$ cat config.mk
export PLATFORM = sky130hd
export DESIGN_NAME = la_frame_deserializer_flat
export DESIGN_NICKNAME = d
export VERILOG_FILES = /design/src/rtl/la_frame_deserializer_if.sv /design/src/rtl/la_frame_deserializer.sv /design/src/flat_wrapper.sv
export SDC_FILE = /design/constraint.sdc
export NUM_CORES = 1
export LEC_CHECK = 0
export CAP_MARGIN = 25
export CORE_MARGIN = 4
export CORE_UTILIZATION = 35
export CTS_CLUSTER_SIZE = 8
export DETAILED_ROUTE_END_ITERATION = 10
export GPL_TIMING_DRIVEN = 0
export SLEW_MARGIN = 20
export SYNTH_ARGS = -nofsm -noshare
export SYNTH_HDL_FRONTEND = slang
export SYNTH_SLANG_ARGS = --single-unit
$ cat constraint.sdc
create_clock -name wb_clk_i -period 2.14 [get_ports wb_clk_i]
set_clock_uncertainty 0.05 [all_clocks]
set_input_delay 0.428 -clock wb_clk_i [delete_from_list [all_inputs] [get_ports wb_clk_i]]
set_output_delay 0.428 -clock wb_clk_i [all_outputs]
set_load 0.01 [all_outputs]
$ cat src/rtl/la_frame_deserializer_if.sv
// -----------------------------------------------------------------------------
// la_frame_deserializer_if : serial q/qb pair, word output handshake and status
// Rev 1.0
// -----------------------------------------------------------------------------
`default_nettype none

interface la_frame_deserializer_if #(
    parameter int DATA_W = 8,
    parameter int ERR_W  = 8
);
    logic              q_i;
    logic              qb_i;
    logic [DATA_W-1:0] out_data;
    logic              out_valid;
    logic              out_ready;
    logic              sync_lock;
    logic              pair_err;
    logic [ERR_W-1:0]  err_count;
    logic              overflow;

    modport master (
        output q_i, qb_i, out_ready,
        input  out_data, out_valid, sync_lock, pair_err, err_count, overflow
    );

    modport slave (
        input  q_i, qb_i, out_ready,
        output out_data, out_valid, sync_lock, pair_err, err_count, overflow
    );
endinterface

`default_nettype wire

$ cat src/rtl/la_frame_deserializer.sv
// -----------------------------------------------------------------------------
// la_frame_deserializer : q/qb integrity check, sync hunt, MSB-first word output
// Rev 1.0
// -----------------------------------------------------------------------------
`default_nettype none

module la_frame_deserializer #(
    parameter int                DATA_W          = 8,
    parameter int                SYNC_W          = 8,
    parameter logic [SYNC_W-1:0] SYNC_WORD       = 8'hA5,
    parameter int                FRAMES_PER_SYNC = 4,
    parameter int                ERR_W           = 8
) (
    input  wire logic               wb_clk_i,
    input  wire logic               rst,
    la_frame_deserializer_if.slave  bus
);

    localparam int BCW = $clog2(DATA_W + 1);
    localparam int WCW = $clog2(FRAMES_PER_SYNC + 1);
    localparam logic [BCW-1:0] c_LAST_BIT  = BCW'(DATA_W - 1);
    localparam logic [WCW-1:0] c_LAST_WORD = WCW'(FRAMES_PER_SYNC - 1);

    typedef enum logic [0:0] {
        ST_HUNT  = 1'b0,
        ST_SHIFT = 1'b1
    } state_t;

    state_t             r_state;
    // Only the older SYNC_W-1 / DATA_W-1 bits are stored; the current bit completes them.
    logic [SYNC_W-2:0]  r_window;
    logic [DATA_W-2:0]  r_shreg;
    logic [BCW-1:0]     r_bit_cnt;
    logic [WCW-1:0]     r_word_cnt;
    logic [DATA_W-1:0]  r_out_data;
    logic               r_out_valid;
    logic               r_pair_err;
    logic [ERR_W-1:0]   r_err_count;
    logic               r_overflow;

    logic               w_bit_ok;
    logic [SYNC_W-1:0]  w_win_next;
    logic [DATA_W-1:0]  w_word_next;
    logic               w_word_done;
    logic               w_can_load;

    assign w_bit_ok    = bus.q_i ^ bus.qb_i;
    assign w_win_next  = {r_window, bus.q_i};
    assign w_word_next = {r_shreg, bus.q_i};
    assign w_word_done = (r_state == ST_SHIFT) && w_bit_ok && (r_bit_cnt == c_LAST_BIT);
    assign w_can_load  = !r_out_valid || bus.out_ready;

    always_ff @(posedge wb_clk_i) begin
        if (!rst) begin
            r_state     <= ST_HUNT;
            r_window    <= '0;
            r_shreg     <= '0;
            r_bit_cnt   <= '0;
            r_word_cnt  <= '0;
            r_out_data  <= '0;
            r_out_valid <= 1'b0;
            r_pair_err  <= 1'b0;
            r_err_count <= '0;
            r_overflow  <= 1'b0;
        end else begin
            r_pair_err <= !w_bit_ok;
            if (!w_bit_ok && (r_err_count != '1)) begin
                r_err_count <= r_err_count + 1'b1;
            end

            case (r_state)
                ST_HUNT: begin
                    if (!w_bit_ok) begin
                        r_window <= '0;
                    end else begin
                        r_window <= w_win_next[SYNC_W-2:0];
                        if (w_win_next == SYNC_WORD) begin
                            r_state    <= ST_SHIFT;
                            r_bit_cnt  <= '0;
                            r_word_cnt <= '0;
                        end
                    end
                end
                ST_SHIFT: begin
                    if (!w_bit_ok) begin
                        // Corrupted pair mid-frame: drop the partial word and resynchronise.
                        r_state    <= ST_HUNT;
                        r_window   <= '0;
                        r_bit_cnt  <= '0;
                        r_word_cnt <= '0;
                    end else begin
                        r_shreg <= w_word_next[DATA_W-2:0];
                        if (w_word_done) begin
                            r_bit_cnt <= '0;
                            if (r_word_cnt == c_LAST_WORD) begin
                                r_state    <= ST_HUNT;
                                r_window   <= '0;
                                r_word_cnt <= '0;
                            end else begin
                                r_word_cnt <= r_word_cnt + 1'b1;
                            end
                        end else begin
                            r_bit_cnt <= r_bit_cnt + 1'b1;
                        end
                    end
                end
                default: r_state <= ST_HUNT;
            endcase

            // A word completing on an accept edge reloads without a bubble.
            if (w_word_done) begin
                if (w_can_load) begin
                    r_out_data  <= w_word_next;
                    r_out_valid <= 1'b1;
                end else begin
                    r_overflow  <= 1'b1;
                end
            end else if (r_out_valid && bus.out_ready) begin
                r_out_valid <= 1'b0;
            end
        end
    end

    assign bus.out_data  = r_out_data;
    assign bus.out_valid = r_out_valid;
    assign bus.sync_lock = (r_state == ST_SHIFT);
    assign bus.pair_err  = r_pair_err;
    assign bus.err_count = r_err_count;
    assign bus.overflow  = r_overflow;

endmodule

`default_nettype wire

$ cat src/flat_wrapper.sv
// flat-port wrapper written by rule: the top's interface ports become plain ports
module la_frame_deserializer_flat 
#(
    parameter int                DATA_W          = 8,
    parameter int                SYNC_W          = 8,
    parameter logic [SYNC_W-1:0] SYNC_WORD       = 8'hA5,
    parameter int                FRAMES_PER_SYNC = 4,
    parameter int                ERR_W           = 8
)
  (wb_clk_i, rst, bus_q_i, bus_qb_i, bus_out_ready, bus_out_data, bus_out_valid, bus_sync_lock, bus_pair_err, bus_err_count, bus_overflow);
  la_frame_deserializer_if #(.DATA_W(DATA_W), .ERR_W(ERR_W)) bus_i ();
  input  wire logic wb_clk_i;
  input  wire logic rst;
  input wire logic [$bits(bus_i.q_i)-1:0] bus_q_i;
  input wire logic [$bits(bus_i.qb_i)-1:0] bus_qb_i;
  input wire logic [$bits(bus_i.out_ready)-1:0] bus_out_ready;
  output wire logic [$bits(bus_i.out_data)-1:0] bus_out_data;
  output wire logic [$bits(bus_i.out_valid)-1:0] bus_out_valid;
  output wire logic [$bits(bus_i.sync_lock)-1:0] bus_sync_lock;
  output wire logic [$bits(bus_i.pair_err)-1:0] bus_pair_err;
  output wire logic [$bits(bus_i.err_count)-1:0] bus_err_count;
  output wire logic [$bits(bus_i.overflow)-1:0] bus_overflow;
  assign bus_i.q_i = bus_q_i;
  assign bus_i.qb_i = bus_qb_i;
  assign bus_i.out_ready = bus_out_ready;
  assign bus_out_data = bus_i.out_data;
  assign bus_out_valid = bus_i.out_valid;
  assign bus_sync_lock = bus_i.sync_lock;
  assign bus_pair_err = bus_i.pair_err;
  assign bus_err_count = bus_i.err_count;
  assign bus_overflow = bus_i.overflow;
  la_frame_deserializer #(.DATA_W(DATA_W), .SYNC_W(SYNC_W), .SYNC_WORD(SYNC_WORD), .FRAMES_PER_SYNC(FRAMES_PER_SYNC), .ERR_W(ERR_W)) u_core (.wb_clk_i(wb_clk_i), .rst(rst), .bus(bus_i));
endmodule
==> out/metrics.csv, run 1 <==
metric;value;unit
Post-CTS Setup Inserts;0;
Starting Density;0.360;
worst skew pair latency;290;ps
core footprint;5070;um^2
number of inserted diodes;0;
Cells after Synth;211;
CTS tree;built;
Clk pwr share;0.372;
Levels on crit path;7;
Crit path max-delay family;simple AND/OR/NAND/NOR gates;
Cell variety after synth;39;
row count;26;
GPL Wtd Cong;0.763;
Synth top area share;0.449;
first-pass GRT wire length;7.51;mm
final hold viol count;0;
Switching Fraction;0.224;
share of cells above drive strength 1;0.0788;
WHS;383;ps
Area growth syn-to-layout;24.4;%
worst slack, placed;-472;ps
count of final setup violators;0;
cell taking the most area after synthesis;dfxtp_1;
Worst R2R Setup Slack;370;ps
detailed placer's ending HPWL;2.95;mm
CP bufs+invs;3;
reg2reg end;u_core.bus.sync_lock;
crit path cell chain;clkdlybuf4s50_1, inv_1, ha_4, buf_6, nand4bb_1, or4_1, a21oi_1;
post-layout util;0.448;
ANT nets after route;0;
Post-CTS Hold Buffers;0;
CTS Sinks;41;
CP startpoint;bus_qb_i;
root buffer cell;clkbuf_8;
CTS buffer count;5;
clock period minus worst slack;2090;ps
Slew @ Worst Pin;509;ps
initial antenna violation count;0;
Crit path required time;2310;ps
relative slew slack;0.660;
mapped cell area;1830;um^2
clk buf depth;2;
I/O pin cnt;25;
most common cell after layout, fill and taps aside;dfxtp_1;
sequential power share;0.568;
Max-Cap Viols;0;
status;finished clean;
sw power;308;uW
Reg-to-Reg Start;u_core.r_bit_cnt[0];
net count after synthesis;220;
CTS HTree Levels;2;
slowest cell on the critical path;or4_1;
FF-to-FF path depth;5;
crit path DAT;2260;ps
initial DRC count;55;
most frequent cells in the layout;41 x dfxtp_1, 29 x a21oi_1, 29 x nand2_1, 23 x clkdlybuf4s50_1;
Power Density;604;nW/um^2
vias in the first global route;1602;
drt pass-1 iters;4;
fin crit share;0.976;
via/cell ratio;5.24;
combinational share of power;0.060;
residual DRC count;0;
total gr overflow;0;
routed len/inst;13.4;um
Hold Crit Class;reg -> reg;
Mean Syn Cell Area;8.66;um^2
Leakage;0.000726;uW
fin worst setup slack;52.3;ps
worst-path fanout max;10;
largest net degree at the start of global routing;12;
Total Routing Usage GR;0.146;
Internal;1070;uW
Die H;80.2;um
routed via count;1629;
clk slew on worst S/H paths;70;ps
post-layout net count;250;
synthesized flop and latch total;41;
Critical Path End;u_core.bus.sync_lock;
Worst setup SP type;input port;
WL final;4.17;mm
CP Capture Type;flop;
die area;6440;um^2
fin. max-slew vios;0;
fmax;0.479;GHz
register area share after synthesis;0.449;
Ys Warns;0;
CP max stage delay;530;ps
worst hold path depth;2;
Max IR drop VDD;0.000254;V
unrepaired setup endpoints after global routing;no;
top cells by area, synth;dfxtp_1 45%, a21oi_1 7.9%, nand2_1 6.0%;
Setup CP Type;in -> reg;
port bufs;24;
Chip Width;80.2;um
-- worst register-to-register path, delay by kind of cell, from the launching register on --
kind | cells | cell delay, ps
flops | 1 | 340
simple gates | 1 | 330
buf+inv | 1 | 430
compound gates | 2 | 330
fa+ha+maj | 1 | 240
-- power groups by stage --
stage          clock network (uW)  registers (uW)  logic (uW)
6_report                      511             780        83.0
5_1_grt                       560             781        93.4
4_1_cts                       528             779        81.9
3_5_place_dp                    0             797        82.1
3_3_place_gp                    0             797        81.9
2_1_floorplan                   0             799        42.1
-- cells in the mapped netlist (all sizes together) --
cell     count
dfxtp       41
a21oi       29
nand2       29
clkbuf      11
o31ai       10
nand4        9
nand3        8
a31oi        7
nand2b       7
o211ai       7
buf          6
o21ai        6
or4          5
ha           4
inv          4
mux2i        3
nor2         3
a211oi       2
and2         2
and4         2
o311ai       2
a21boi       1
a21o         1
and2b        1
and3         1
and3b        1
nand3b       1
nand4b       1
nand4bb      1
nor2b        1
nor3         1
nor4         1
o21a         1
o41ai        1
or3b         1
-- sequential cells by signal, summed over array words and instances (netlist names) --
signal,flops
u_core.bus.err_count,8
u_core.bus.out_data,8
u_core.bus.out_valid,1
u_core.bus.overflow,1
u_core.bus.pair_err,1
u_core.bus.sync_lock,1
u_core.r_bit_cnt,4
u_core.r_shreg,7
u_core.r_window,7
u_core.r_word_cnt,3
-- routing by layer --
layer	vias up	GRT usage	routed length, um
li1	838	-	-
met1	755	0.190	2050
met2	28	0.237	1880
met3	8	0.0336	174
met4	0	0.0490	67
met5	-	0	0
-- what timing repair did --
action | in CTS | in global routing
resized for setup | 2 | 9
setup endpoints to repair | 18 | 16
pin swaps | 2 | 1
-- per-stage QoR --
step / cell area [um^2] / TNS [ps] / std cells / total power [uW]
4_1_cts: 2240 / 0 / 312 / 1390
2_1_floorplan: 1830 / 0 / 211 / 841
5_1_grt: 2270 / 0 / 311 / 1430
3_3_place_gp: 2150 / -11930 / 305 / 879
6_report: 2270 / 0 / 311 / 1370
3_5_place_dp: 2150 / -11540 / 305 / 879
-- worst min path at each step --
stage | slack, ps | from | endpoint
finish | 380 | u_core.r_word_cnt[2] | u_core.r_word_cnt[2]
CTS | 380 | u_core.r_word_cnt[2] | u_core.r_word_cnt[2]
global route | 430 | u_core.r_word_cnt[2] | u_core.r_word_cnt[2]
detailed placement | 370 | u_core.r_word_cnt[2] | u_core.r_word_cnt[2]
floorplan | 360 | u_core.r_word_cnt[2] | u_core.r_word_cnt[2]
global placement | 360 | u_core.r_word_cnt[2] | u_core.r_word_cnt[2]
-- cells by family after synthesis --
logic type,Yosys count,synth area share
AND/OR/NAND/NOR,75,0.225
adder cells (fa/ha/maj),4,0.0274
multiplexers,3,0.0164
buffers and inverters,21,0.0541
flip-flops,41,0.449
AO/OA/AOI/OAI,67,0.227
-- final cells by class --
| class | instances | area [um^2] |
|---|---|---|
| repair buffers | 24 | 239 |
| flip-flops and latches | 41 | 821 |
| multi-input cells | 149 | 938 |
| plain buffers | 16 | 85.1 |
| clock buffers | 7 | 86.3 |
| fillers | 532 | 2800 |
| well taps | 70 | 87.6 |
| inverters | 4 | 15.0 |
(Power assumes the default switching activity.)
==> run 2: changes to the inputs <==
- CAP_MARGIN: 25 -> 10
==> results of run 2 <==
Final layout, timing and power as in run 1 (identical DEF).
